$ cat src/rtl/riscv_pkg.sv
// Shared RV32 constants: load funct3 encodings and byte-lane width.
// Latency: n/a (constants only).
// Backpressure: n/a.
package riscv_pkg;
    localparam int BYTE_W = 8;

    localparam logic [2:0] LD_B  = 3'b000;
    localparam logic [2:0] LD_H  = 3'b001;
    localparam logic [2:0] LD_W  = 3'b010;
    localparam logic [2:0] LD_BU = 3'b100;
    localparam logic [2:0] LD_HU = 3'b101;
endpackage

$ cat src/rtl/load_extend.sv
// Formats a 32-bit word into an RV32 load result (byte/half select, sign/zero extend).
// Latency: combinational.
// Backpressure: none.
module load_extend
    import riscv_pkg::*;
(
    input  logic [31:0] word_in,
    input  logic [1:0]  byte_off,
    input  logic [2:0]  load_type,
    output logic [31:0] result
);
    logic [BYTE_W-1:0]   byte_sel;
    logic [2*BYTE_W-1:0] half_sel;

    always_comb begin
        byte_sel = word_in[byte_off*BYTE_W +: BYTE_W];
        // Halfword alignment comes from bit 1 only; bit 0 is deliberately dropped.
        half_sel = byte_off[1] ? word_in[31:16] : word_in[15:0];
        case (load_type)
            LD_B:    result = {{24{byte_sel[7]}}, byte_sel};
            LD_BU:   result = {24'd0, byte_sel};
            LD_H:    result = {{16{half_sel[15]}}, half_sel};
            LD_HU:   result = {16'd0, half_sel};
            LD_W:    result = word_in;
            default: result = word_in;
        endcase
    end
endmodule

$ cat src/rtl/data_ram.sv
// Byte-addressable data RAM: byte-enabled synchronous writes, combinational formatted reads.
// Latency: writes land on the rising edge; reads are zero-latency.
// Backpressure: none, always ready.
module data_ram
    import riscv_pkg::*;
#(
    parameter int DATA_WIDTH = 32,
    parameter int ADDR_WIDTH = 32,
    parameter int MEM_SIZE   = 64
) (
    input  logic                  clk,
    input  logic                  rst,
    input  logic                  wr_en,
    input  logic                  rd_en,
    input  logic [3:0]            write_byte_enable,
    input  logic [2:0]            load_type,
    input  logic [ADDR_WIDTH-1:0] addr,
    input  logic [DATA_WIDTH-1:0] wr_data,
    output logic [DATA_WIDTH-1:0] rd_data_out
);
    localparam int AW = $clog2(MEM_SIZE);
    localparam logic [ADDR_WIDTH-1:0] MEM_LIMIT = ADDR_WIDTH'(MEM_SIZE);

    logic [BYTE_W-1:0] mem_q [MEM_SIZE];
    logic [BYTE_W-1:0] mem_d [MEM_SIZE];

    logic                  in_range;
    logic [AW-1:0]         base;
    logic [DATA_WIDTH-1:0] rd_word;
    logic [DATA_WIDTH-1:0] ext_word;

    // Word base is below the limit exactly when addr is, since MEM_SIZE is a multiple of 4.
    assign in_range = addr < MEM_LIMIT;
    assign base     = {addr[AW-1:2], 2'b00};

    always_comb begin
        mem_d = mem_q;
        if (wr_en && in_range) begin
            for (int i = 0; i < 4; i++) begin
                if (write_byte_enable[i]) begin
                    mem_d[base | AW'(i)] = wr_data[i*BYTE_W +: BYTE_W];
                end
            end
        end
    end

    always_ff @(posedge clk or posedge rst) begin
        if (rst) begin
            for (int i = 0; i < MEM_SIZE; i++) begin
                mem_q[i] <= '0;
            end
        end else begin
            mem_q <= mem_d;
        end
    end

    always_comb begin
        rd_word = '0;
        for (int i = 0; i < 4; i++) begin
            rd_word[i*BYTE_W +: BYTE_W] = mem_q[base | AW'(i)];
        end
    end

    load_extend u_load_extend (
        .word_in   (rd_word),
        .byte_off  (addr[1:0]),
        .load_type (load_type),
        .result    (ext_word)
    );

    always_comb begin
        rd_data_out = '0;
        if (rd_en && in_range && !rst) begin
            rd_data_out = ext_word;
        end
    end
endmodule

$ cat config.mk
export PLATFORM = sky130hd
export DESIGN_NAME = data_ram
export DESIGN_NICKNAME = d
export VERILOG_FILES = /design/src/rtl/riscv_pkg.sv /design/src/rtl/load_extend.sv /design/src/rtl/data_ram.sv
export SDC_FILE = /design/constraint.sdc
export NUM_CORES = 1
export LEC_CHECK = 0
export CAP_MARGIN = 20
export CORE_ASPECT_RATIO = 1.75
export CORE_MARGIN = 5
export CORE_UTILIZATION = 40
export DETAILED_ROUTE_END_ITERATION = 6
export SKIP_CTS_REPAIR_TIMING = 1
export SYNTH_ARGS = -nofsm -noshare
export SYNTH_HDL_FRONTEND = slang
export SYNTH_SLANG_ARGS = --single-unit
$ cat constraint.sdc
create_clock -name clk -period 19.8 [get_ports clk]
set_clock_uncertainty 0.15 [all_clocks]
set_input_delay 1.98 -clock clk [delete_from_list [all_inputs] [get_ports clk]]
set_output_delay 1.98 -clock clk [all_outputs]
set_load 0.05 [all_outputs]
==> results_tabular.tex, run 1 <==
\begin{tabular}{lr}
\hline
Metric & Value \\
\hline
\multicolumn{2}{l}{\textbf{Clocking}} \\
Longest Clk Path Bufs & 3 \\
Root Buffer & sky130\_fd\_sc\_hd\_\_clkbuf\_16 \\
Cts bufs inserted & 47 \\
H-Tree Level Count & 2 \\
Clk slew on worst S/H paths & 0.06 ns \\
CTS tree & yes \\
Clock Latency Late Sink & 0.56 ns \\
Clock Sinks & 512 \\
\multicolumn{2}{l}{\textbf{Timing}} \\
Number of failing setup endpoints in the final timing report & 0 \\
Post-route worst setup slack & 10.30 ns \\
Total count of hold-check failures in the final report & 0 \\
Transition at the pin with the smallest max-transition slack & 1.14 ns \\
Final period utilization & 48.0\% \\
Total negative setup slack & 0 ns \\
Timing-limited maximum frequency & 0.105 GHz \\
Final max-slew violation count & 0 \\
Final worst path period need & 9.50 ns \\
Unrepaired setup endpoints after global routing & no \\
Slew headroom & 24.0\% \\
\multicolumn{2}{l}{\textbf{Place}} \\
IO buf count & 106 \\
Weighted congestion at the end of routability-driven global placement & 0.880 \\
Worst slack at placement & 10.34 ns \\
Detailed-placement wirelength estimate & 44.0 mm \\
\multicolumn{2}{l}{\textbf{GRT}} \\
Residual overflow from global routing & 0 \\
GR Util All Layers & 19.6\% \\
Antenna violations before repair & 3 \\
Vias in the first global route & 15900 \\
Global-route wire length before repair & 99.4 mm \\
Largest net degree at the start of global routing & 120 \\
\multicolumn{2}{l}{\textbf{Floorplanning}} \\
Die area & 65700 um\^{}2 \\
Site Rows & 119 \\
Top-Level Pins & 107 \\
Width of the die & 196 um \\
Area of the core & 60200 um\^{}2 \\
Vertical die dimension & 335 um \\
Starting density of the core & 40.2\% \\
\multicolumn{2}{l}{\textbf{Setup path}} \\
Arrival time reported for the critical path endpoint & 7.37 ns \\
Type of destination of the critical path & primary output \\
Type of element launching the critical path & input pin \\
Largest stage delay on the critical path & 0.97 ns \\
Crit. Startpoint & addr[2] \\
Beginning of the worst register-to-register path & mem\_q[87] \\
Series of cell instances along the critical path & buf\_8 > buf\_4 > buf\_4 > mux2i\_1 > a22oi\_1 > a211oi\_1 > o41ai\_4 > o2111ai\_4 > o211ai\_1 > clkdlybuf4s50\_1 \\
Crit path kind & in2out \\
Critical-path cell with the highest stage delay & sky130\_fd\_sc\_hd\_\_buf\_4 \\
CP required & 17.67 ns \\
Maximum fanout along the worst path & 64 \\
Cell type with the highest occurrence count on the critical path & sky130\_fd\_sc\_hd\_\_buf\_4 \\
\multicolumn{2}{l}{\textbf{Detailed routing}} \\
Wire length after detailed routing & 64.2 mm \\
WL per Instance & 25.1 um \\
Vias & 14500 \\
Via/cell ratio & 5.69 \\
Residual DRC count & 0 \\
Drt first-iter violations & 831 \\
First drt pass iteration count & 5 \\
Post-detailed-route count of antenna-violating nets & 0 \\
\multicolumn{2}{l}{\textbf{Final layout}} \\
Register with the highest flop count & mem\_q \\
Final core occ & 45.9\% \\
Synthesis-to-layout area growth & 14.1\% \\
Share of post-route cells with drive strength above 1 & 42.0\% \\
Number of nets in the finished design & 1802 \\
Number of flip-flops under the largest register name & 512 \\
Largest registers & mem\_q: 512 flops \\
\multicolumn{2}{l}{\textbf{Synthesis}} \\
Unique cell type count in the Yosys netlist & 47 \\
Cell count after synthesis & 1654 \\
Synthesis-stage register bit count & 512 \\
Mapped Area & 24200 um\^{}2 \\
Number of enable-type register cells in the synthesized netlist & 0 \\
Net count after synthesis & 1729 \\
Prevailing post-synth register cell & sky130\_fd\_sc\_hd\_\_dfrtp\_1 \\
Warning count from the yosys run & 0 \\
Mean Syn Cell Area & 14.6 um\^{}2 \\
Async SR Flop Fraction & 100\% \\
Sequential fraction of the synthesis area & 52.9\% \\
\multicolumn{2}{l}{\textbf{Pwr}} \\
Clk network pwr share & 45.4\% \\
P per Cell Area & 77.6 nW/um\^{}2 \\
Sw Pwr & 0.000485 W \\
Power Internal & 0.00166 W \\
Combinational power share & 5.8\% \\
IR drop worst, VDD & 68.1 uV \\
Register share of total power & 48.8\% \\
Net switching fraction of the power & 22.6\% \\
Leakage power total & 13.3 nW \\
\multicolumn{2}{l}{\textbf{Outcome}} \\
Outcome & completed \\
\multicolumn{2}{l}{\textbf{Job}} \\
Maximum capacitance violations & 0 \\
\multicolumn{2}{l}{\textbf{Min path}} \\
Hold\_sp & mem\_q[95] \\
Tightest Hold Check Type & reg2reg \\
\hline
\end{tabular}
layout make-up:
cell class,instances,area (um^2)
Fill cell,5298,32500
Sequential cell,512,12800
Multi-Input combinational cell,1037,10900
Clock buffer,68,1410
Timing Repair Buffer,124,1250
Tap cell,786,983
Clock inverter,18,249
Inverter,5,26.3
Antenna cell,2,5.00
layer usage:
layer | up-vias | share of wire [%] | global-route usage (%)
li1 | 6375 | - | -
met1 | 7665 | 38 | 22.9
met2 | 368 | 54 | 36.1
met3 | 110 | 4.3 | 3.06
met4 | 2 | 3.4 | 7.52
met5 | - | 0.022 | 0
synthesized netlist by cell type, types with 2 or more instances:
| cell | n | area [um^2] |
|---|---|---|
| sky130_fd_sc_hd__a211oi_1 | 8 | 60.1 |
| sky130_fd_sc_hd__a21oi_1 | 13 | 65.1 |
| sky130_fd_sc_hd__a221o_1 | 7 | 70.1 |
| sky130_fd_sc_hd__a22oi_1 | 43 | 323 |
| sky130_fd_sc_hd__a22oi_2 | 2 | 25.0 |
| sky130_fd_sc_hd__and2_1 | 7 | 43.8 |
| sky130_fd_sc_hd__buf_1 | 4 | 15.0 |
| sky130_fd_sc_hd__buf_2 | 19 | 95.1 |
| sky130_fd_sc_hd__buf_4 | 12 | 90.1 |
| sky130_fd_sc_hd__buf_6 | 6 | 67.6 |
| sky130_fd_sc_hd__clkbuf_1 | 58 | 218 |
| sky130_fd_sc_hd__dfrtp_1 | 512 | 12800 |
| sky130_fd_sc_hd__inv_1 | 4 | 15.0 |
| sky130_fd_sc_hd__mux2_1 | 18 | 203 |
| sky130_fd_sc_hd__mux2_2 | 496 | 5590 |
| sky130_fd_sc_hd__mux2i_1 | 92 | 921 |
| sky130_fd_sc_hd__mux4_2 | 97 | 2180 |
| sky130_fd_sc_hd__nand2_1 | 80 | 300 |
| sky130_fd_sc_hd__nand2b_1 | 7 | 43.8 |
| sky130_fd_sc_hd__nand3_1 | 17 | 85.1 |
| sky130_fd_sc_hd__nand3_2 | 10 | 100 |
| sky130_fd_sc_hd__nand4_1 | 5 | 31.3 |
| sky130_fd_sc_hd__nor2_1 | 21 | 78.8 |
| sky130_fd_sc_hd__nor2_2 | 20 | 125 |
| sky130_fd_sc_hd__nor2b_1 | 3 | 18.8 |
| sky130_fd_sc_hd__nor3_1 | 8 | 40.0 |
| sky130_fd_sc_hd__nor4_1 | 6 | 37.5 |
| sky130_fd_sc_hd__o21ai_0 | 36 | 180 |
| sky130_fd_sc_hd__o22ai_1 | 14 | 87.6 |
| sky130_fd_sc_hd__o32ai_1 | 7 | 61.3 |
| sky130_fd_sc_hd__or2_2 | 6 | 37.5 |
per-stage QoR:
stage	cells	instance area (um^2)	hold slack (ns)	power, W
floorplan	1654	24200	0.302	0.00114
global placement	2461	25900	0.313	0.00119
detailed placement	2461	25900	0.319	0.00119
CTS	2547	27500	0.334	0.00217
global route	2552	27600	0.358	0.00222
finish	2552	27600	0.330	0.00214
final timing paths:
| kind | to | slack, ns | depth (start not counted) |
|---|---|---|---|
| max | rd_data_out[31] | 10.30 | 10 |
| min | mem_q[95] | 0.33 | 1 |
| max reg2reg | mem_q[87] | 18.86 | 1 |
| min reg2reg | mem_q[95] | 0.33 | 1 |
| max in group asynchronous | mem_q[330] | 15.58 | 5 |
| min in group asynchronous | mem_q[295] | 1.82 | 2 |
logic make-up after synthesis:
logic type             count (synthesis)  synth area share [%]
DFF                                  512                  52.9
AOI/OAI and AO/OA                    140                  4.12
muxes                                703                  36.7
buffers and inverters                105                  2.15
and+or+nand+nor                      194                  4.06
worst max-delay path: cells and delay by family:
family                 cells  cell delay [ns]
buffers and inverters      4             3.28
AOI/OAI and AO/OA          5             1.68
muxes                      1             0.20
placed cells by master (no fill, tap or decap), drive strengths merged, types with 2 or more instances in the layout:
cell / synthesis / final
inv: 5 / 6
o211ai: 2 / 2
mux4: 97 / 97
and2: 7 / 7
mux2i: 92 / 92
nand4: 5 / 5
a22oi: 45 / 45
nor2: 41 / 41
a211oi: 8 / 8
nand2b: 7 / 7
buf: 42 / 21
clkinv: 0 / 9
a31oi: 2 / 2
o21ai: 36 / 36
o22ai: 14 / 14
nor2b: 3 / 3
o32ai: 7 / 7
clkdlybuf4s50: 0 / 103
mux2: 514 / 514
or2: 6 / 6
a21oi: 13 / 13
diode: 0 / 2
a221o: 7 / 7
clkbuf: 58 / 68
nand2: 80 / 80
clkinvlp: 0 / 2
nand3: 27 / 27
nor4: 7 / 7
dfrtp: 512 / 512
nor3: 9 / 9
bufinv: 0 / 6
power by group through the flow:
stage | registers [W] | clock network (W) | logic (W)
floorplan | 0.00107 | 0 | 0.0000731
global placement | 0.00107 | 0 | 0.000121
detailed placement | 0.00107 | 0 | 0.000123
CTS | 0.00105 | 0.00100 | 0.000123
global route | 0.00104 | 0.00104 | 0.000134
finish | 0.00105 | 0.000973 | 0.000123
Note: power is estimated with default switching activity, not from simulation.
==> run 2, diff against run 1 <==
- clock period: 19.8 -> 8.9 ns (I/O delays scaled with it)
==> results_tabular.tex, run 2 (synthesis gave the netlist of run 1 again) <==
\begin{tabular}{lr}
\hline
Metric & Value \\
\hline
\multicolumn{2}{l}{\textbf{Min path}} \\
Tightest Hold Check Type & reg2reg (unchanged) \\
Worst hold path cell count & 1 (unchanged) \\
\multicolumn{2}{l}{\textbf{Outcome}} \\
Outcome & completed (unchanged) \\
\multicolumn{2}{l}{\textbf{Timing}} \\
Total negative setup slack & 0 ns (unchanged) \\
Number of failing setup endpoints in the final timing report & 0 (unchanged) \\
Unrepaired setup endpoints after global routing & no (unchanged) \\
Final period utilization & 70.8\% \\
Final max-slew violation count & 0 (unchanged) \\
Timing-limited maximum frequency & 0.159 GHz \\
Post-route worst setup slack & 2.59 ns (was 10.30 ns) \\
Total count of hold-check failures in the final report & 0 (unchanged) \\
Final worst path period need & 6.31 ns \\
Transition at the pin with the smallest max-transition slack & 1.11 ns (was 1.14 ns) \\
Slew headroom & 26.1\% (was 24.0\%) \\
\multicolumn{2}{l}{\textbf{Setup path}} \\
Type of destination of the critical path & primary output (unchanged) \\
Type of element launching the critical path & input pin (unchanged) \\
Gate family responsible for the most delay along the worst path & buffers and inverters (unchanged) \\
Cell type with the highest occurrence count on the critical path & sky130\_fd\_sc\_hd\_\_clkdlybuf4s50\_1 (was sky130\_fd\_sc\_hd\_\_buf\_4) \\
Crit path kind & in2out (unchanged) \\
Path depth of the worst reg2reg path & 1 (unchanged) \\
Largest stage delay on the critical path & 1.09 ns (was 0.97 ns) \\
Maximum fanout along the worst path & 18 (was 64) \\
Arrival time reported for the critical path endpoint & 5.27 ns (was 7.37 ns) \\
Critical-path cell with the highest stage delay & sky130\_fd\_sc\_hd\_\_clkdlybuf4s50\_1 (was sky130\_fd\_sc\_hd\_\_buf\_4) \\
Series of cell instances along the critical path & clkdlybuf4s50\_1 > nor2b\_1 > a22oi\_1 > a41oi\_1 > o211ai\_2 > o2111ai\_4 > o211ai\_1 > clkdlybuf4s50\_1 (was buf\_8 > buf\_4 > buf\_4 > mux2i\_1 > a22oi\_1 > a211oi\_1 > o41ai\_4 > o2111ai\_4 > o211ai\_1 > clkdlybuf4s50\_1) \\
Critical path buffer and inverter count & 2 (was 4) \\
WP depth & 8 (was 10) \\
CP required & 7.86 ns (was 17.67 ns) \\
\multicolumn{2}{l}{\textbf{GRT}} \\
Residual overflow from global routing & 0 (unchanged) \\
Vias in the first global route & 15700 (was 15900) \\
Global-route wire length before repair & 99.8 mm (was 99.4 mm) \\
GR Util All Layers & 19.8\% (was 19.6\%) \\
Largest net degree at the start of global routing & 195 (was 120) \\
Antenna violations before repair & 2 (was 3) \\
\multicolumn{2}{l}{\textbf{Final layout}} \\
Number of nets in the finished design & 1795 (was 1802) \\
Most used cells in the layout excluding fill and tap cells & sky130\_fd\_sc\_hd\_\_dfrtp\_1 (512), sky130\_fd\_sc\_hd\_\_mux2\_2 (496), sky130\_fd\_sc\_hd\_\_clkdlybuf4s50\_1 (103) (unchanged) \\
Number of flip-flops under the largest register name & 512 (unchanged) \\
Post-layout instance count excluding filler cells & 2541 (was 2552) \\
Register with the highest flop count & mem\_q (unchanged) \\
Combined area of the multi-input logic cells & 10900 um\^{}2 (unchanged) \\
Synthesis-to-layout area growth & 13.1\% (was 14.1\%) \\
Share of post-route cells with drive strength above 1 & 41.2\% (was 42.0\%) \\
Sequential cell area in the final layout & 12800 um\^{}2 (unchanged) \\
Filler cell count in the final layout & 5392 (was 5298) \\
Largest registers & mem\_q: 512 flops (unchanged) \\
Most frequent standard cell in the layout excluding fill and tap cells & sky130\_fd\_sc\_hd\_\_dfrtp\_1 (unchanged) \\
\multicolumn{2}{l}{\textbf{Detailed routing}} \\
Wire length after detailed routing & 65.2 mm (was 64.2 mm) \\
Post-detailed-route count of antenna-violating nets & 0 (unchanged) \\
Drt first-iter violations & 881 (was 831) \\
WL per Instance & 25.7 um (was 25.1 um) \\
Via/cell ratio & 5.68 (was 5.69) \\
Residual DRC count & 0 (unchanged) \\
First drt pass iteration count & 5 (unchanged) \\
Vias & 14400 (was 14500) \\
\multicolumn{2}{l}{\textbf{Job}} \\
Maximum capacitance violations & 0 (unchanged) \\
\multicolumn{2}{l}{\textbf{Place}} \\
Weighted congestion at the end of routability-driven global placement & 0.942 (was 0.880) \\
Worst slack at placement & 2.72 ns (was 10.34 ns) \\
IO buf count & 106 (unchanged) \\
\# placed instances & 2457 (was 2461) \\
Detailed-placement wirelength estimate & 45.8 mm (was 44.0 mm) \\
\multicolumn{2}{l}{\textbf{Floorplanning}} \\
Vertical die dimension & 335 um (unchanged) \\
Area of the core & 60200 um\^{}2 (unchanged) \\
Starting density of the core & 40.2\% (unchanged) \\
Site Rows & 119 (unchanged) \\
Top-Level Pins & 107 (unchanged) \\
Die area & 65700 um\^{}2 (unchanged) \\
Width of the die & 196 um (unchanged) \\
\multicolumn{2}{l}{\textbf{Clocking}} \\
Root Buffer & sky130\_fd\_sc\_hd\_\_clkbuf\_16 (unchanged) \\
Clk slew on worst S/H paths & 0.06 ns (about the same) \\
H-Tree Level Count & 2 (unchanged) \\
Longest Clk Path Bufs & 3 (unchanged) \\
Cts bufs inserted & 46 (was 47) \\
CTS tree & yes (unchanged) \\
Clock Sinks & 512 (unchanged) \\
Clock Latency Late Sink & 0.56 ns (about the same) \\
\multicolumn{2}{l}{\textbf{Pwr}} \\
P per Cell Area & 166 nW/um\^{}2 (was 77.6 nW/um\^{}2) \\
IR drop worst, VDD & 132 uV (was 68.1 uV) \\
Leakage power total & 13.1 nW (was 13.3 nW) \\
\hline
\end{tabular}
[run 2: cell types whose count changed in the layout (fill, tap and decap cells not counted), moves of 2 or more]
cell / before / now
sky130_fd_sc_hd__clkbuf_1: 8 / 16
sky130_fd_sc_hd__buf_12: 0 / 3
sky130_fd_sc_hd__bufinv_16: 6 / 0
sky130_fd_sc_hd__clkinv_2: 9 / 5
sky130_fd_sc_hd__buf_4: 16 / 9
sky130_fd_sc_hd__buf_16: 3 / 1
[run 2: layout make-up]
cell class	instances	share of cell area (%)
multi-input combinational	1037	39.7
sequential	512	46.8
antenna	1	0.00914
clock buffer	75	5.20
tap	786	3.59
clock inverter	7	0.146
inverter	5	0.0823
timing repair buffer	118	4.41
[run 2: through the flow]
step / hold WS [ns] / util, % / total power, W / instance area, um^2
2_1_floorplan: 0.302 / - / 0.00254 / 24200
3_3_place_gp: 0.313 / 43.0 / 0.00263 / 25900
4_1_cts: 0.341 / 45.4 / 0.00460 / 27300
3_5_place_dp: 0.325 / 43.0 / 0.00263 / 25900
6_report: 0.339 / 45.5 / 0.00454 / 27400
5_1_grt: 0.352 / 45.5 / 0.00471 / 27400
[run 2: path summary, 6_finish.rpt]
check,startpoint,endpoint,slack [ns]
hold / removal,mem_q[87],mem_q[87],0.34
setup / recovery,addr[5],rd_data_out[31],2.59
min in group asynchronous,rst,mem_q[295],0.88
max in group asynchronous,rst,mem_q[189],6.05
setup reg to reg,mem_q[507],mem_q[507],7.94
hold reg to reg,mem_q[87],mem_q[87],0.34
[run 2: routing by layer]
layer	part of all wire, %	vias to the layer above	global-route usage [%]
li1	-	6333	-
met1	38	7629	23.1
met2	55	349	37.1
met3	4.0	124	2.70
met4	3.7	4	7.17
met5	0.041	-	0
[run 2: power breakdown]
part           total (W)  leakage (nW)     switching, W  internal (W)
combinational   0.000261          5.24         0.000178     0.0000831
clock            0.00195         0.714         0.000862       0.00109
sequential       0.00233          7.16  0.0000000000171       0.00233
total            0.00454          13.1          0.00104       0.00350
==> RTL change 1 (flow settings as in run 1) <==
Register the output `rd_data_out`, with the module's reset; this adds one clock of latency there.
--- a/src/rtl/data_ram.sv
+++ b/src/rtl/data_ram.sv
@@ -22,2 +22,4 @@
     localparam logic [ADDR_WIDTH-1:0] MEM_LIMIT = ADDR_WIDTH'(MEM_SIZE);
+
+    logic [DATA_WIDTH-1:0] rd_data_d;
 
@@ -71,7 +73,15 @@
     always_comb begin
-        rd_data_out = '0;
+        rd_data_d = '0;
         if (rd_en && in_range && !rst) begin
-            rd_data_out = ext_word;
+            rd_data_d = ext_word;
         end
     end
+    always_ff @(posedge clk or posedge rst) begin
+        if (rst) begin
+            rd_data_out <= '0;
+        end else begin
+            rd_data_out <= rd_data_d;
+        end
+    end
+
 endmodule
Check against the original RTL: not settled (the Yosys comparison gave no result); the edit may change what the design does.
==> RTL change 1 against run 1 <==
  * Wire length rose by 0.35%
  * Worst setup slack better by 4.2 ns
  * Via count increased by 1.0%
  * Sequential power grew 6%
  * Highest routed layer unchanged
  * Synthesized area increased by 2.8%
  * Power increased by 1.2%
  * Cell count grew 0.71%
  * Non-clock buffer count is the same
  * Clock power fell by 3.3%
  * Sequential cell count grew 32
  * Design area is 2.3% higher
==> RTL change 1: results (changes against run 1) <==
----------------------------------------------------
[GRT]
  Antenna violations before repair ... 4 (+1)
  Global-route wire length before repair ... 99,400 microns (about the same)
  Gr usage total ... 19.2% (-0.40 points)
  Vias in the first global route ... 15,800 (-0.80%)
  Largest net degree at the start of global routing ... 188 (+57%)

[Setup path]
  Capture point of the critical path ... mem_q[440]$_DFFE_PP0P_
  Critical path origin ... addr[3]
  Highest fanout seen on the critical path ... 76 (+19%)
  Worst endpoint data arrival time ... 5.58 ns (-1.79 ns)
  Worst R2R End ... rd_data_out[31]$_DFF_PP0_
  Reg-to-reg critical path startpoint ... mem_q[271]$_DFFE_PP0P_
  FF-to-FF setup slack ... 16.95 ns (-1.91 ns)
  FF-to-FF path depth ... 6 (+5)

[STA]
  Worst hold margin ... 0.339 ns (+0.00972 ns)
  Max-slew headroom at the worst pin ... 21.5% (-2.4 points)

[Hold path]
  Worst hold path startpoint ... mem_q[509]$_DFFE_PP0P_
  Hold endpoint ... mem_q[509]$_DFFE_PP0P_

[Synthesis]
  Seq/Total Area, Yosys ... 54.7% (+1.8 points)
  Post-Syn Nets ... 1,732 (+0.17%)
  Number of library cell types mapped by synthesis ... 51 (+8.5%)
  Synth top cells by count ... sky130_fd_sc_hd__dfrtp_1, sky130_fd_sc_hd__mux2_2, sky130_fd_sc_hd__mux4_2
  Portion of synthesized cell area occupied by the leading cell type ... 54.7% (+1.8 points)
  Main area contributors after synthesis ... sky130_fd_sc_hd__dfrtp_1, sky130_fd_sc_hd__mux2_2, sky130_fd_sc_hd__mux4_2

[Drt]
  Routed WL ... 64,400 microns (+0.35%)
  Via Count ... 14,700 (+1.0%)
  TritonRoute pass-1 iters ... 6 (+1)
  Drt initial violations ... 982 (+18%)

[Clocking]
  Clk root buf ... sky130_fd_sc_hd__clkbuf_16
  CTS Buf Count ... 48 (+2.1%)
  Latest clock arrival within the worst-skew pair ... 0.58 ns (+0.02 ns)

[Power]
  Leak ... 13.5 nW (+2.2%)
  Highest ir drop seen on vdd ... 70.6 uV (+3.7%)

[Cells and area]
  Net count of the finished layout ... 1,809 (+0.39%)
  FF/Latch Area ... 13,600 sq um (+6.3%)
  Clock network share of area ... 5.50% (-0.50 points)
  Seq Cell Count ... 544 (+6.3%)
  Layout cells sized above 1 ... 42.2% (+0.28 points)
  Non-clock buffer area fraction after layout ... 4.45% (-0.093 points)
  Non-clock buffer count in the final layout ... 124 (unchanged)
  Inverter count of the layout excluding clock inverters ... 7 (+2)
  Flip-flop count of the largest register after layout ... 512 (unchanged)
  Clkbuf count ... 77 (+13%)
  Number of inserted filler cells in the final layout ... 5,397 (+1.9%)
  Multi-input combinational area share ... 38.2% (-1.2 points)
  Largest registers ... mem_q: 512 flops, rd_data_out: 32 flops
  Multi-Input Combinational ... 1,009 (-2.7%)

[Status]
  Run status ... finished clean

[Placement]
  Routability congestion estimate from global placement ... 0.883 (+0.35%)
  Dpl hpwl ... 43,900 microns (-0.24%)

----------------------------------------------------
RTL change 1: logic make-up after synthesis:
family,Yosys count,synth area share [%]
mux,693,36.1
flops,544,54.7
simple gates,183,3.59
compound gates,133,3.57
buf+inv,104,2.00
RTL change 1: critical path, stage by stage:
cell and delay, ns:
sky130_fd_sc_hd__clkbuf_8 0.56, sky130_fd_sc_hd__buf_4 0.68, sky130_fd_sc_hd__nand2b_1 0.18, sky130_fd_sc_hd__nor3_1 0.92, sky130_fd_sc_hd__nand2_1 0.64, sky130_fd_sc_hd__mux2_2 0.45
RTL change 1: power breakdown:
| part | switching (mW) | internal, mW | leakage [nW] |
|---|---|---|---|
| sequential | 0.00000000770 | 1.11 | 7.60 |
| clock | 0.412 | 0.530 | 0.763 |
| combinational | 0.0799 | 0.0357 | 5.18 |
| total | 0.491 | 1.68 | 13.5 |
RTL change 1: through the flow:
| step | setup WS (ns) | cells | area, sq um | total power, mW | util [%] |
|---|---|---|---|---|---|
| 6_report | 14.53 | 2570 | 28200 | 2.17 | 45.6 |
| 5_1_grt | 14.27 | 2568 | 28200 | 2.24 | 45.6 |
| 4_1_cts | 14.68 | 2566 | 28200 | 2.20 | 45.5 |
| 3_5_place_dp | 14.06 | 2481 | 26600 | 1.25 | 43.0 |
| 3_3_place_gp | 14.10 | 2479 | 26600 | 1.25 | 43.0 |
| 2_1_floorplan | 2.46 | 1657 | 24900 | 1.20 | - |
RTL change 1: layer usage:
layer,global-route usage (%),wire (microns),vias up
met3,3.88,3630,142
met1,23.1,24700,7760
met2,34.1,33700,389
met5,0,25,-
met4,6.53,2360,4
li1,-,-,6372
==> RTL change 2 (settings of run 1) <==
Made on the original files. The parameter `MEM_SIZE` goes from 64 to 128.
--- a/src/rtl/data_ram.sv
+++ b/src/rtl/data_ram.sv
@@ -8,3 +8,3 @@
     parameter int ADDR_WIDTH = 32,
-    parameter int MEM_SIZE   = 64
+    parameter int MEM_SIZE   = 128
 ) (
Function: not settled (the Yosys comparison gave no result); the edit may change what the design does.
==> RTL change 2 against run 1 <==
  * Power grew 100%
  * Synthesized area is 95% higher
  * Wire length up 120%
  * Worst setup slack better by 0.088 ns
  * Critical path depth down 1
  * Design area increased by 93%
  * Sequential cell count is 512 higher
  * Register-to-register slack lost 0.02 ns
  * Largest cell class unchanged
  * Largest power group unchanged
  * Highest routed layer unchanged
==> RTL change 2: results (changes against run 1) <==
----------------------------------------------------
[Synthesis]
  Synthesis warning total ... 0 (unchanged)
  Post-Syn Nets ... 3,343 (+93%)
  Main area contributors after synthesis ... sky130_fd_sc_hd__dfrtp_1, sky130_fd_sc_hd__mux2_2, sky130_fd_sc_hd__mux2i_1
  Synth top cells by count ... sky130_fd_sc_hd__mux2_2, sky130_fd_sc_hd__dfrtp_1, sky130_fd_sc_hd__mux2i_1
  Post-synth ARST share ... 100% (unchanged)
  Number of library cell types mapped by synthesis ... 56 (+19%)
  Seq/Total Area, Yosys ... 54.3% (+1.3 points)

[Cells and area]
  Layout cells sized above 1 ... 43.1% (+1.1 points)
  Largest registers ... mem_q: 1024 flops
  Number of inserted filler cells in the final layout ... 10,600 (+99%)
  Net count of the finished layout ... 3,392 (+88%)
  Final Core Density ... 45.6% (-0.31 points)

[Placement]
  PortBufs ... 106 (unchanged)
  Cell Area, Placed ... 49,800 sq um (+93%)
  Placement Setup Slack ... 10.44 ns (+0.104 ns)
  Routability congestion estimate from global placement ... 0.857 (-2.6%)
  Dpl hpwl ... 95,200 microns (+120%)

[STA]
  Worst hold margin ... 0.349 ns (+0.0194 ns)
  Post-route clock period utilization ... 47.5% (-0.45 points)
  Max-slew headroom at the worst pin ... 20.0% (-3.9 points)

[Clocking]
  Number of buffers on the longest clock path ... 3 (unchanged)
  Deepest level of the CTS H-tree ... 3 (+1)
  CTS Buf Count ... 93 (+98%)
  Latest clock arrival within the worst-skew pair ... 0.70 ns (+0.14 ns)
  Reg clk slew, reported paths ... 0.06 ns (about the same)
  Clk root buf ... sky130_fd_sc_hd__clkbuf_16

[Power]
  Highest ir drop seen on vdd ... 69.1 uV (+1.5%)
  Leak ... 26.0 nW (+96%)
  Int Power ... 3.34 mW (+100%)

[Status]
  Run status ... finished clean

[GRT]
  Global-route wire length before repair ... 213,000 microns (+110%)
  Largest net degree at the start of global routing ... 173 (+44%)
  Antenna violations before repair ... 5 (+2)
  Gr usage total ... 22.7% (+3.1 points)
  Vias in the first global route ... 30,400 (+91%)

[Setup path]
  Worst path slowest cell ... sky130_fd_sc_hd__buf_4
  Worst R2R End ... mem_q[415]$_DFFE_PP0P_
  Cell class contributing the biggest share of worst-path delay ... buffers and inverters
  Reg-to-reg critical path startpoint ... mem_q[415]$_DFFE_PP0P_
  Capture point of the critical path ... rd_data_out[5]
  Critical path origin ... addr[3]
  Highest fanout seen on the critical path ... 74 (+16%)
  Worst endpoint data arrival time ... 7.28 ns (-0.09 ns)
  Largest incremental delay on the critical path ... 0.83 ns (-0.14 ns)
  FF-to-FF path depth ... 1 (unchanged)
  FF-to-FF setup slack ... 18.84 ns (-0.02 ns)

[Drt]
  Drt initial violations ... 2,104 (+150%)
  Per-cell via count in the routed design ... 5.87 (+3.1%)
  Routed WL ... 144,000 microns (+120%)
  TritonRoute pass-1 iters ... 5 (unchanged)

[Hold path]
  Type of the tightest min-delay check ... reg -> reg

----------------------------------------------------
## RTL change 2: worst min path at each step
stage | end | cells past startpoint | from
6_report | mem_q[701]$_DFFE_PP0P_ | 1 | mem_q[701]$_DFFE_PP0P_
4_1_cts | mem_q[701]$_DFFE_PP0P_ | 1 | mem_q[701]$_DFFE_PP0P_
3_3_place_gp | mem_q[556]$_DFFE_PP0P_ | 1 | mem_q[556]$_DFFE_PP0P_
2_1_floorplan | mem_q[168]$_DFFE_PP0P_ | 1 | mem_q[168]$_DFFE_PP0P_
3_5_place_dp | mem_q[700]$_DFFE_PP0P_ | 1 | mem_q[700]$_DFFE_PP0P_
5_1_grt | mem_q[302]$_DFFE_PP0P_ | 1 | mem_q[302]$_DFFE_PP0P_
## RTL change 2: cell type report
| class | count | area share, % |
|---|---|---|
| antenna | 5 | 0.0234 |
| clock buffer | 126 | 5.01 |
| clock inverter | 45 | 1.40 |
| inverter | 3 | 0.0281 |
| multi-input combinational | 2017 | 38.8 |
| sequential | 1024 | 48.0 |
| tap | 1512 | 3.54 |
| timing repair buffer | 178 | 3.26 |
## RTL change 2: power groups by stage
stage	Clock, mW	Sequential [mW]	Combinational (mW)
3_5_place_dp	0	2.13	0.195
5_1_grt	2.15	2.09	0.209
2_1_floorplan	0	2.14	0.116
3_3_place_gp	0	2.13	0.194
6_report	2.03	2.09	0.195
4_1_cts	2.07	2.09	0.195
## RTL change 2: through the flow
| step | power [mW] | std cells | setup TNS [ns] |
|---|---|---|---|
| finish | 4.32 | 4910 | 0 |
| global route | 4.45 | 4906 | 0 |
| CTS | 4.36 | 4900 | 0 |
| detailed placement | 2.33 | 4729 | 0 |
| global placement | 2.33 | 4729 | 0 |
| floorplan | 2.25 | 3268 | -42.43 |
## RTL change 2: kinds of logic after synthesis
kind of cell / after synthesis / synth area share (%)
flip-flops: 1024 / 54.3
AND/OR/NAND/NOR: 329 / 3.66
buffers and inverters: 227 / 2.20
AO/OA/AOI/OAI: 259 / 3.66
multiplexers: 1429 / 36.2
## RTL change 2: per-layer routing
layer  global-route usage [%]  vias up  share of wire (%)
met4                     10.3        2                4.7
met1                     27.5    15500                 39
met3                     4.08      257                5.0
li1                         -    12300                  -
met2                     39.6      735                 51
met5                        0        -             0.0090
